### src/rtl/mem_arbiter_if.sv
// Bundle of the fetch port, data port, memory handshake and stall signals around mem_arbiter.
// The arbiter takes the slave view; the core/memory side takes the master view.
interface mem_arbiter_if #(
  parameter int AW = 32,
  parameter int DW = 32
);
  logic            if_req;
  logic [AW-1:0]   if_addr;
  logic [DW-1:0]   if_rdata;
  logic            if_valid;
  logic            d_req;
  logic            d_we;
  logic [AW-1:0]   d_addr;
  logic [DW-1:0]   d_wdata;
  logic [DW/8-1:0] d_wmask;
  logic [DW-1:0]   d_rdata;
  logic            d_valid;
  logic            mem_req;
  logic            mem_we;
  logic [AW-1:0]   mem_addr;
  logic [DW-1:0]   mem_wdata;
  logic [DW/8-1:0] mem_wmask;
  logic            mem_ack;
  logic [DW-1:0]   mem_rdata;
  logic            stall_f;
  logic            stall_m;

  modport slave (
    input  if_req, if_addr, d_req, d_we, d_addr, d_wdata, d_wmask, mem_ack, mem_rdata,
    output if_rdata, if_valid, d_rdata, d_valid, mem_req, mem_we, mem_addr, mem_wdata,
           mem_wmask, stall_f, stall_m
  );

  modport master (
    output if_req, if_addr, d_req, d_we, d_addr, d_wdata, d_wmask, mem_ack, mem_rdata,
    input  if_rdata, if_valid, d_rdata, d_valid, mem_req, mem_we, mem_addr, mem_wdata,
           mem_wmask, stall_f, stall_m
  );
endinterface

### src/rtl/mem_arbiter.sv
// Shares one variable-latency req/ack memory between instruction fetch and data access,
// alternating grants on ties and returning read data with a one-cycle valid pulse.
module mem_arbiter #(
  parameter int AW = 32,
  parameter int DW = 32
) (
  input  logic         clk,
  input  logic         rst_n,
  mem_arbiter_if.slave bus
);
  typedef enum logic [1:0] {IDLE, BUSY, RESP} state_t;

  state_t          state;
  state_t          state_nxt;
  logic            last_d;
  logic            gnt_d;
  logic            start;
  logic            done;
  logic            pick_d;
  logic [AW-1:0]   pick_addr;
  logic            pick_we;
  logic [DW-1:0]   pick_wdata;
  logic [DW/8-1:0] pick_wmask;

  always_ff @(posedge clk) begin
    if (!rst_n) state <= IDLE;
    else        state <= state_nxt;
  end

  always_comb begin
    state_nxt = state;
    case (state)
      IDLE:    if (bus.if_req || bus.d_req) state_nxt = BUSY;
      BUSY:    if (bus.mem_ack) state_nxt = RESP;
      RESP:    state_nxt = IDLE;
      default: state_nxt = IDLE;
    endcase
  end

  // Grant decision: on a tie the port that did not win last time goes first.
  always_comb begin
    start      = 1'b0;
    done       = 1'b0;
    pick_d     = 1'b0;
    pick_addr  = bus.if_addr;
    pick_we    = 1'b0;
    pick_wdata = '0;
    pick_wmask = '0;
    if (state == IDLE && (bus.if_req || bus.d_req)) begin
      start  = 1'b1;
      pick_d = bus.d_req && (!bus.if_req || !last_d);
      if (pick_d) begin
        pick_addr  = bus.d_addr;
        pick_we    = bus.d_we;
        pick_wdata = bus.d_wdata;
        pick_wmask = bus.d_we ? bus.d_wmask : '0;
      end
    end
    if (state == BUSY && bus.mem_ack) done = 1'b1;
  end

  always_ff @(posedge clk) begin
    if (!rst_n) begin
      bus.mem_req   <= 1'b0;
      bus.mem_we    <= 1'b0;
      bus.mem_addr  <= '0;
      bus.mem_wdata <= '0;
      bus.mem_wmask <= '0;
      bus.if_valid  <= 1'b0;
      bus.d_valid   <= 1'b0;
      bus.if_rdata  <= '0;
      bus.d_rdata   <= '0;
      last_d        <= 1'b0;
      gnt_d         <= 1'b0;
    end else begin
      bus.if_valid <= 1'b0;
      bus.d_valid  <= 1'b0;
      if (start) begin
        bus.mem_req   <= 1'b1;
        bus.mem_we    <= pick_we;
        bus.mem_addr  <= pick_addr;
        bus.mem_wdata <= pick_wdata;
        bus.mem_wmask <= pick_wmask;
        gnt_d         <= pick_d;
      end
      if (done) begin
        bus.mem_req <= 1'b0;
        last_d      <= gnt_d;
        if (gnt_d) begin
          bus.d_valid <= 1'b1;
          if (!bus.mem_we) bus.d_rdata <= bus.mem_rdata;
        end else begin
          bus.if_valid <= 1'b1;
          bus.if_rdata <= bus.mem_rdata;
        end
      end
    end
  end

  assign bus.stall_f = bus.if_req & ~bus.if_valid;
  assign bus.stall_m = bus.d_req & ~bus.d_valid;
endmodule

### src/flat_wrapper.sv
// flat-port wrapper written by rule: the top's interface ports become plain ports
module mem_arbiter_flat 
#(
  parameter int AW = 32,
  parameter int DW = 32
)
  (clk, rst_n, bus_if_req, bus_if_addr, bus_d_req, bus_d_we, bus_d_addr, bus_d_wdata, bus_d_wmask, bus_mem_ack, bus_mem_rdata, bus_if_rdata, bus_if_valid, bus_d_rdata, bus_d_valid, bus_mem_req, bus_mem_we, bus_mem_addr, bus_mem_wdata, bus_mem_wmask, bus_stall_f, bus_stall_m);
  mem_arbiter_if #(.AW(AW), .DW(DW)) bus_i ();
  input  logic clk;
  input  logic rst_n;
  input wire logic [$bits(bus_i.if_req)-1:0] bus_if_req;
  input wire logic [$bits(bus_i.if_addr)-1:0] bus_if_addr;
  input wire logic [$bits(bus_i.d_req)-1:0] bus_d_req;
  input wire logic [$bits(bus_i.d_we)-1:0] bus_d_we;
  input wire logic [$bits(bus_i.d_addr)-1:0] bus_d_addr;
  input wire logic [$bits(bus_i.d_wdata)-1:0] bus_d_wdata;
  input wire logic [$bits(bus_i.d_wmask)-1:0] bus_d_wmask;
  input wire logic [$bits(bus_i.mem_ack)-1:0] bus_mem_ack;
  input wire logic [$bits(bus_i.mem_rdata)-1:0] bus_mem_rdata;
  output wire logic [$bits(bus_i.if_rdata)-1:0] bus_if_rdata;
  output wire logic [$bits(bus_i.if_valid)-1:0] bus_if_valid;
  output wire logic [$bits(bus_i.d_rdata)-1:0] bus_d_rdata;
  output wire logic [$bits(bus_i.d_valid)-1:0] bus_d_valid;
  output wire logic [$bits(bus_i.mem_req)-1:0] bus_mem_req;
  output wire logic [$bits(bus_i.mem_we)-1:0] bus_mem_we;
  output wire logic [$bits(bus_i.mem_addr)-1:0] bus_mem_addr;
  output wire logic [$bits(bus_i.mem_wdata)-1:0] bus_mem_wdata;
  output wire logic [$bits(bus_i.mem_wmask)-1:0] bus_mem_wmask;
  output wire logic [$bits(bus_i.stall_f)-1:0] bus_stall_f;
  output wire logic [$bits(bus_i.stall_m)-1:0] bus_stall_m;
  assign bus_i.if_req = bus_if_req;
  assign bus_i.if_addr = bus_if_addr;
  assign bus_i.d_req = bus_d_req;
  assign bus_i.d_we = bus_d_we;
  assign bus_i.d_addr = bus_d_addr;
  assign bus_i.d_wdata = bus_d_wdata;
  assign bus_i.d_wmask = bus_d_wmask;
  assign bus_i.mem_ack = bus_mem_ack;
  assign bus_i.mem_rdata = bus_mem_rdata;
  assign bus_if_rdata = bus_i.if_rdata;
  assign bus_if_valid = bus_i.if_valid;
  assign bus_d_rdata = bus_i.d_rdata;
  assign bus_d_valid = bus_i.d_valid;
  assign bus_mem_req = bus_i.mem_req;
  assign bus_mem_we = bus_i.mem_we;
  assign bus_mem_addr = bus_i.mem_addr;
  assign bus_mem_wdata = bus_i.mem_wdata;
  assign bus_mem_wmask = bus_i.mem_wmask;
  assign bus_stall_f = bus_i.stall_f;
  assign bus_stall_m = bus_i.stall_m;
  mem_arbiter #(.AW(AW), .DW(DW)) u_core (.clk(clk), .rst_n(rst_n), .bus(bus_i));
endmodule
### config.mk
export PLATFORM = sky130hd
export DESIGN_NAME = mem_arbiter_flat
export DESIGN_NICKNAME = d
export VERILOG_FILES = /design/src/rtl/mem_arbiter_if.sv /design/src/rtl/mem_arbiter.sv /design/src/flat_wrapper.sv
export SDC_FILE = /design/constraint.sdc
export NUM_CORES = 1
export LEC_CHECK = 0
export CORE_MARGIN = 8
export CORE_UTILIZATION = 30
export DETAILED_ROUTE_END_ITERATION = 10
export PLACE_DENSITY = 0.73
export REMOVE_ABC_BUFFERS = 1
export SLEW_MARGIN = 20
export SYNTH_ARGS = -nofsm -noshare
export SYNTH_HDL_FRONTEND = slang
export SYNTH_SLANG_ARGS = --single-unit
### constraint.sdc
create_clock -name clk -period 1.4 [get_ports clk]
set_clock_uncertainty 0.05 [all_clocks]
set_input_delay 0.21 -clock clk [delete_from_list [all_inputs] [get_ports clk]]
set_output_delay 0.21 -clock clk [all_outputs]
set_load 0.01 [all_outputs]
==> flow_summary.yaml, run 1 <==
critical_path:
  arrival_ns: 1.89
  crit_path_max_fanout: 9
  r2r-end: "u_core.bus.mem_addr[16]"
  cp-startpoint: "u_core.last_d"
  cp_slowest_cell: "dfxtp_2"
  reg2reg_from: "u_core.last_d"
  critPathCaptureType: "register"
  crit_type: "reg2reg"
  rr_worst_depth: 6
  startpoint_type: "register"
  critPathMaxStageDelay_ns: 0.36
  crit_chain: "a211oi_4 -> buf_12 -> buf_12 -> bufbuf_16 -> and3_1 -> o311a_1"
  critPathRequiredTime_ns: 1.65
  r2r_slack_ns: -0.24
  path_common_cell: "buf_12"
  crit_end: "u_core.bus.mem_addr[16]"
logic_synthesis:
  syn_avg_cell_area_um2: 8.89
  synthTopCellsByArea: "dfxtp_1 (47%), a21boi_1 (12%), o21ai_0 (5.5%), nand3_1 (5.4%), o311a_1 (5.4%)"
  synth_area_leader_cell: "dfxtp_1"
  synth_area_mm2: 0.00599
  yosys_warnings: 0
  yosys.cell_types.count: 28
  postSynthCellCount: 673
  ys_ff_latch: 140
  seq_area_frac_synth_pct: 46.8
  synth_top_cell_area_share_pct: 46.8
sta:
  rsz0062_at_grt: "true"
  timing.final.ws_setup_ns: -0.242
  setup_violations: 136
  worstMarginPinSlew_ns: 0.431
  maxSlewViolCount: 0
  max_slew_margin_pct: 71.2
  max_freq_ghz: 0.609
  whs_ns: 0.189
  post-route-period-util_pct: 117
  period_needed_ns: 1.64
  final_hold_viol_count: 0
power:
  p_switching_uw: 3340
  swShare_pct: 27.9
  total_power_uw: 11900
  power_density_mw_per_mm2: 1090
  leakagePower_uw: 0.00484
  power_frac_comb_pct: 25.1
  vdd_drop_max_v: 0.000728
  power_frac_seq_pct: 36.4
  clock_power_share_pct: 38.5
  p_int_uw: 8610
cts:
  insertion_delay_ns: 0.41
  cts_buffers: 17
  postCtsHoldBufs: 0
  cts_root_buffer: "clkbuf_16"
  cts_num_sinks: 140
  cts_tree: "done"
  clkTransAtPathRegs_ns: 0.06
  cts_max_path_buffers: 2
  cts.htree.levels: 4
floorplan:
  io_pins: 276
  start_util_pct: 30.7
  rows: 51
  die_width_um: 157
  coreArea_mm2: 0.0195
  die_area_mm2: 0.0247
  die_height_um: 157
placed_design:
  portBuffers: 275
  place_ws_ns: -0.601
  hpwl_mm: 15.1
  gp_congestion: 0.799
drt:
  first_pass_iters: 5
  drc: 0
  antenna_left: 0
  drt-initial-drc-count: 321
  via_count: 6448
  wl_per_cell_um: 20.9
  drt_wl_total_mm: 26.0
  vias_per_cell: 5.18
run_status:
  status: "finished, violations left"
  violations: "negative setup slack"
global_route:
  antenna_found_initial: 1
  grt_max_degree: 98
  grt_first_pass_wirelength_mm: 37.6
  grt_pass1_vias: 6600
  grtUsageTotal_pct: 19.7
  grt_remaining_overflow: 0
cells_and_area:
  antenna_cells: 0
  fill_cells: 1701
  drive_gt1_share_pct: 21.3
  syn2layout_area_growth_pct: 83.4
  final_nets: 1104
job:
  maxCapViolCount: 0
hold_path:
  min_path_type: "in2reg"
[cells in the final DEF (no fill, tap or decap), drive strengths merged, types with 33 or more instances in the layout]
cell type      instances
o21ai                 66
and3                  33
nand3                 65
dlygate4sd2          133
nand2                 75
buf                   71
dfxtp                140
a21boi               131
clkdlybuf4s50        135
[Yosys cell counts (all sizes together)]
cell type  number
dfxtp         140
a21boi        131
nand2          75
o21ai          66
nand3          65
clkbuf         52
and3           33
o21bai         32
o311a          32
buf            25
o22ai           4
nor2b           3
and2            2
nor2            2
or2             2
a211oi          1
and3b           1
nand2b          1
nand3b          1
nand4bb         1
nor3b           1
nor4bb          1
o211a           1
o21a            1
[power groups by stage]
stage	Sequential, µW	Combinational (µW)	Clock [µW]
finish	4350	3000	4600
global route	4380	3190	4870
CTS	4340	2790	4700
detailed placement	4440	2290	0
global placement	4430	2280	0
floorplan	4540	718	0
[stage by stage]
stage          cells  cell area [µm²]  TNS [ns]  util (%)
2_1_floorplan    596             5650   -218.11         -
3_3_place_gp    1173             9230    -46.29      47.2
3_5_place_dp    1173             9230    -49.12      47.2
4_1_cts         1236            10500    -11.89      53.6
5_1_grt         1244            11000    -23.79      56.2
6_report        1244            11000    -16.05      56.2
[repair_timing]
| item | 4_1_cts | 5_1_grt |
|---|---|---|
| setup buffers | 13 | 10 |
| pin swaps | 28 | 82 |
| gates resized for setup | 211 | 135 |
| cloned | 19 | 6 |
| endpoints found under the setup margin | 265 | 140 |
[cells by family after synthesis]
| kind of cell | count (synthesis) | share of synthesized area [%] |
|---|---|---|
| AO/OA/AOI/OAI | 268 | 32.2 |
| AND/OR/NAND/NOR | 188 | 15.3 |
| flip-flops | 140 | 46.8 |
| buffers and inverters | 77 | 5.60 |
[worst min path at each step]
stage                            start                       end  slack (ns)  cells past startpoint
6_report                     bus_d_req  u_core.bus.mem_wdata[26]        0.19                      4
5_1_grt                      bus_d_req  u_core.bus.mem_wdata[26]        0.18                      4
4_1_cts                      bus_d_req  u_core.bus.mem_wdata[26]        0.18                      4
3_5_place_dp   u_core.bus.if_rdata[29]   u_core.bus.if_rdata[29]        0.39                      2
3_3_place_gp   u_core.bus.if_rdata[10]   u_core.bus.if_rdata[10]        0.39                      2
2_1_floorplan                    rst_n           u_core.state[0]        0.28                      1
[cell type report]
class                      instances  area, µm²  share of cell area [%]
clock inverter                    12        136                    1.24
timing repair buffer             351       3890                    35.5
tap                              265        332                    3.02
multi-input combinational        456       3350                    30.5
sequential                       140       2810                    25.6
clock buffer                      20        457                    4.16
[sequential cells by signal, summed over array words and instances, names as in the netlist]
signal and count:
u_core.bus.d_rdata 32, u_core.bus.if_rdata 32, u_core.bus.mem_addr 32, u_core.bus.mem_wdata 32
u_core.bus.mem_wmask 4, u_core.state 2, u_core.bus.d_valid 1, u_core.bus.if_valid 1
u_core.bus.mem_req 1, u_core.bus.mem_we 1, u_core.gnt_d 1, u_core.last_d 1
[worst max-delay path, delay by kind of cell (launching register included)]
family | cells | cell delay, ns
AOI/OAI and AO/OA | 2 | 0.39
buffers and inverters | 3 | 0.55
DFF | 1 | 0.36
and+or+nand+nor | 1 | 0.17
[per-layer routing]
metal	vias to the layer above	global-route usage, %	wire length, µm	share of wire [%]
li1	3021	-	-	-
met1	3061	21.8	9800	38
met2	316	33.0	12400	47
met4	2	6.35	669	2.6
met3	48	9.27	3180	12
met5	-	0	13	0.050
Power figures use the tool's default switching activity.
==> run 2: changes to the inputs <==
--- a/config.mk
+++ b/config.mk
@@ -8,6 +8,7 @@
 export CORE_MARGIN = 8
 export CORE_UTILIZATION = 30
 export DETAILED_ROUTE_END_ITERATION = 10
+export GPL_TIMING_DRIVEN = 0
 export PLACE_DENSITY = 0.73
 export REMOVE_ABC_BUFFERS = 1
 export SLEW_MARGIN = 20
==> run 2 against run 1 <==
Compared with the run above:
- the flow still finishes with violations (negative setup slack)
- setup slack got worse by 0.015 ns
- non-clock buffer count decreased by 4
- die area unchanged
- sequential share of layout area about the same
- via count increased by 0.31%
- hold slack improved by 0.015 ns
- count of clock-buffer cells in the layout decreased by 2
- wire length increased by 0.24%
- cell area about the same
- utilization about the same
==> flow_summary.yaml, run 2 (same netlist as run 1, synthesis figures left out) <==
run_status:
  status: "finished, violations left"
  violations: "negative setup slack"
global_route:
  grt_first_pass_wirelength_mm: 38.0
  use_met1_pct: 22.2
  grt_remaining_overflow: 0
  grt_pass1_vias: 6538
  grt_use_met3_pct: 9.24
  grtUsageTotal_pct: 19.9
  grt_util_met2_pct: 33.4
  grt_max_degree: 75
  top_usage_layer: "met2"
  antenna_found_initial: 0
cells_and_area:
  most-common-layout-cells: "dlygate4sd2_1 (137), dfxtp_1 (135), clkdlybuf4s50_1 (133)"
  syn2layout_area_growth_pct: 83.3
  antenna_cells: 0
  layout.cells.most_common: "dlygate4sd2_1"
  final_cells: 1252
  fill_cells: 1729
  drive_gt1_share_pct: 23.8
  final_nets: 1112
critical_path:
  cp_num_cells: 6
  crit_path_max_fanout: 6
  crit_type: "reg2reg"
  startpoint_type: "register"
  cp_slowest_cell: "dfxtp_4"
  critPathCaptureType: "register"
  arrival_ns: 1.90
  cp_top_family: "compound AO/OA/AOI/OAI gates"
  crit_chain: "a211oi_4 -> buf_6 -> buf_12 -> clkbuf_16 -> a21boi_1 -> o311a_1"
  critPathMaxStageDelay_ns: 0.36
  critPathRequiredTime_ns: 1.65
  rr_worst_depth: 6
  crit_buf_inv: 3
power:
  swShare_pct: 28.1
  vdd_drop_max_v: 0.000722
  power_frac_seq_pct: 35.9
  power_frac_comb_pct: 24.2
  p_int_uw: 8700
  total_power_uw: 12100
  clock_power_share_pct: 39.8
  leakagePower_uw: 0.00476
  power_density_mw_per_mm2: 1100
  p_switching_uw: 3400
placed_design:
  portBuffers: 275
  hpwl_mm: 14.9
  gp_congestion: 0.766
  place_inst: 1150
cts:
  insertion_delay_ns: 0.41
  clkTransAtPathRegs_ns: 0.07
  cts_tree: "done"
  cts_buffers: 17
  cts_root_buffer: "clkbuf_16"
  cts_num_sinks: 140
  cts_max_path_buffers: 2
  cts.htree.levels: 4
sta:
  worstMarginPinSlew_ns: 0.644
  max_freq_ghz: 0.604
  timing.final.ws_setup_ns: -0.256
  max_slew_margin_pct: 57.1
  period_needed_ns: 1.66
  final_hold_viol_count: 0
  post-route-period-util_pct: 118
  rsz0062_at_grt: "true"
  setup_violations: 119
  maxSlewViolCount: 0
drt:
  wl_per_cell_um: 20.8
  via_count: 6468
  antenna_left: 0
  drc: 0
  drt_wl_total_mm: 26.1
  first_pass_iters: 5
  drt-initial-drc-count: 260
  vias_per_cell: 5.17
floorplan:
  coreArea_mm2: 0.0195
  die_height_um: 157
  io_pins: 276
  die_area_mm2: 0.0247
  die_width_um: 157
  start_util_pct: 30.7
  rows: 51
hold_path:
  min_path_type: "in2reg"
  hold_depth: 3
job:
  maxCapViolCount: 0
[run 2: cell count changes in the layout (fill, tap and decap cells not counted), moves of 5 or more]
cell	delta
o21ai_0	-28
o21ai_2	+28
nand2_4	-12
buf_6	+10
or2_4	+10
nand2_1	+9
and3_1	-8
and3_4	+8
nand3_1	+8
a21boi_2	-6
buf_12	-6
nand3_2	-5
[run 2: cell type report]
cell class / count / area (µm²) / area share [%]
Tap cell: 265 / 332 / 3.02
Sequential cell: 140 / 2810 / 25.7
Clock buffer: 18 / 439 / 4.00
Multi-Input combinational cell: 468 / 3490 / 31.8
Timing Repair Buffer: 347 / 3710 / 33.9
Clock inverter: 14 / 183 / 1.67
[run 2: timing repair]
| action | CTS | global route |
|---|---|---|
| buffers inserted | 42 | 3 |
| setup endpoints to repair | 278 | 139 |
| resized for setup | 274 | 118 |
| gates cloned | 21 | 6 |
| hold buffers | 0 | 0 |
| pin swaps | 55 | 96 |
[run 2: per-layer routing]
metal	wire [µm]	vias up
met1	10300	3112
met2	12500	258
met3	2750	34
li1	-	3064
met5	0	-
met4	534	0
[run 2: power by group through the flow]
stage	combinational, µW	sequential, µW	clock, µW
detailed placement	2190	4440	0
floorplan	718	4540	0
global route	3130	4380	5120
global placement	2120	4420	0
CTS	2750	4350	4920
finish	2930	4350	4820
[run 2: worst paths after layout]
kind                               start                      end  slack, ns
setup / recovery         u_core.state[0]  u_core.bus.mem_addr[17]      -0.26
hold / removal                 bus_d_req  u_core.bus.mem_wdata[6]       0.20
setup reg to reg         u_core.state[0]  u_core.bus.mem_addr[17]      -0.26
hold reg to reg   u_core.bus.if_rdata[1]   u_core.bus.if_rdata[1]       0.39
[run 2: metrics by stage]
step	setup slack (ns)	hold WS [ns]	util [%]	setup TNS [ns]	cell area [µm²]
global route	-0.284	0.212	56.2	-20.26	11000
finish	-0.256	0.204	56.2	-12.75	11000
global placement	-6.87	0.390	44.7	-705.80	8730
floorplan	-2.23	0.278	-	-218.11	5650
detailed placement	-0.975	0.394	46.1	-88.85	9000
CTS	-0.229	0.169	53.5	-10.55	10400
[run 2: worst min-delay path, delay by kind of cell]
kind | cells | cell delay [ns]
buffers and inverters | 1 | 0.24
and+or+nand+nor | 1 | 0.12
AOI/OAI and AO/OA | 1 | 0.05
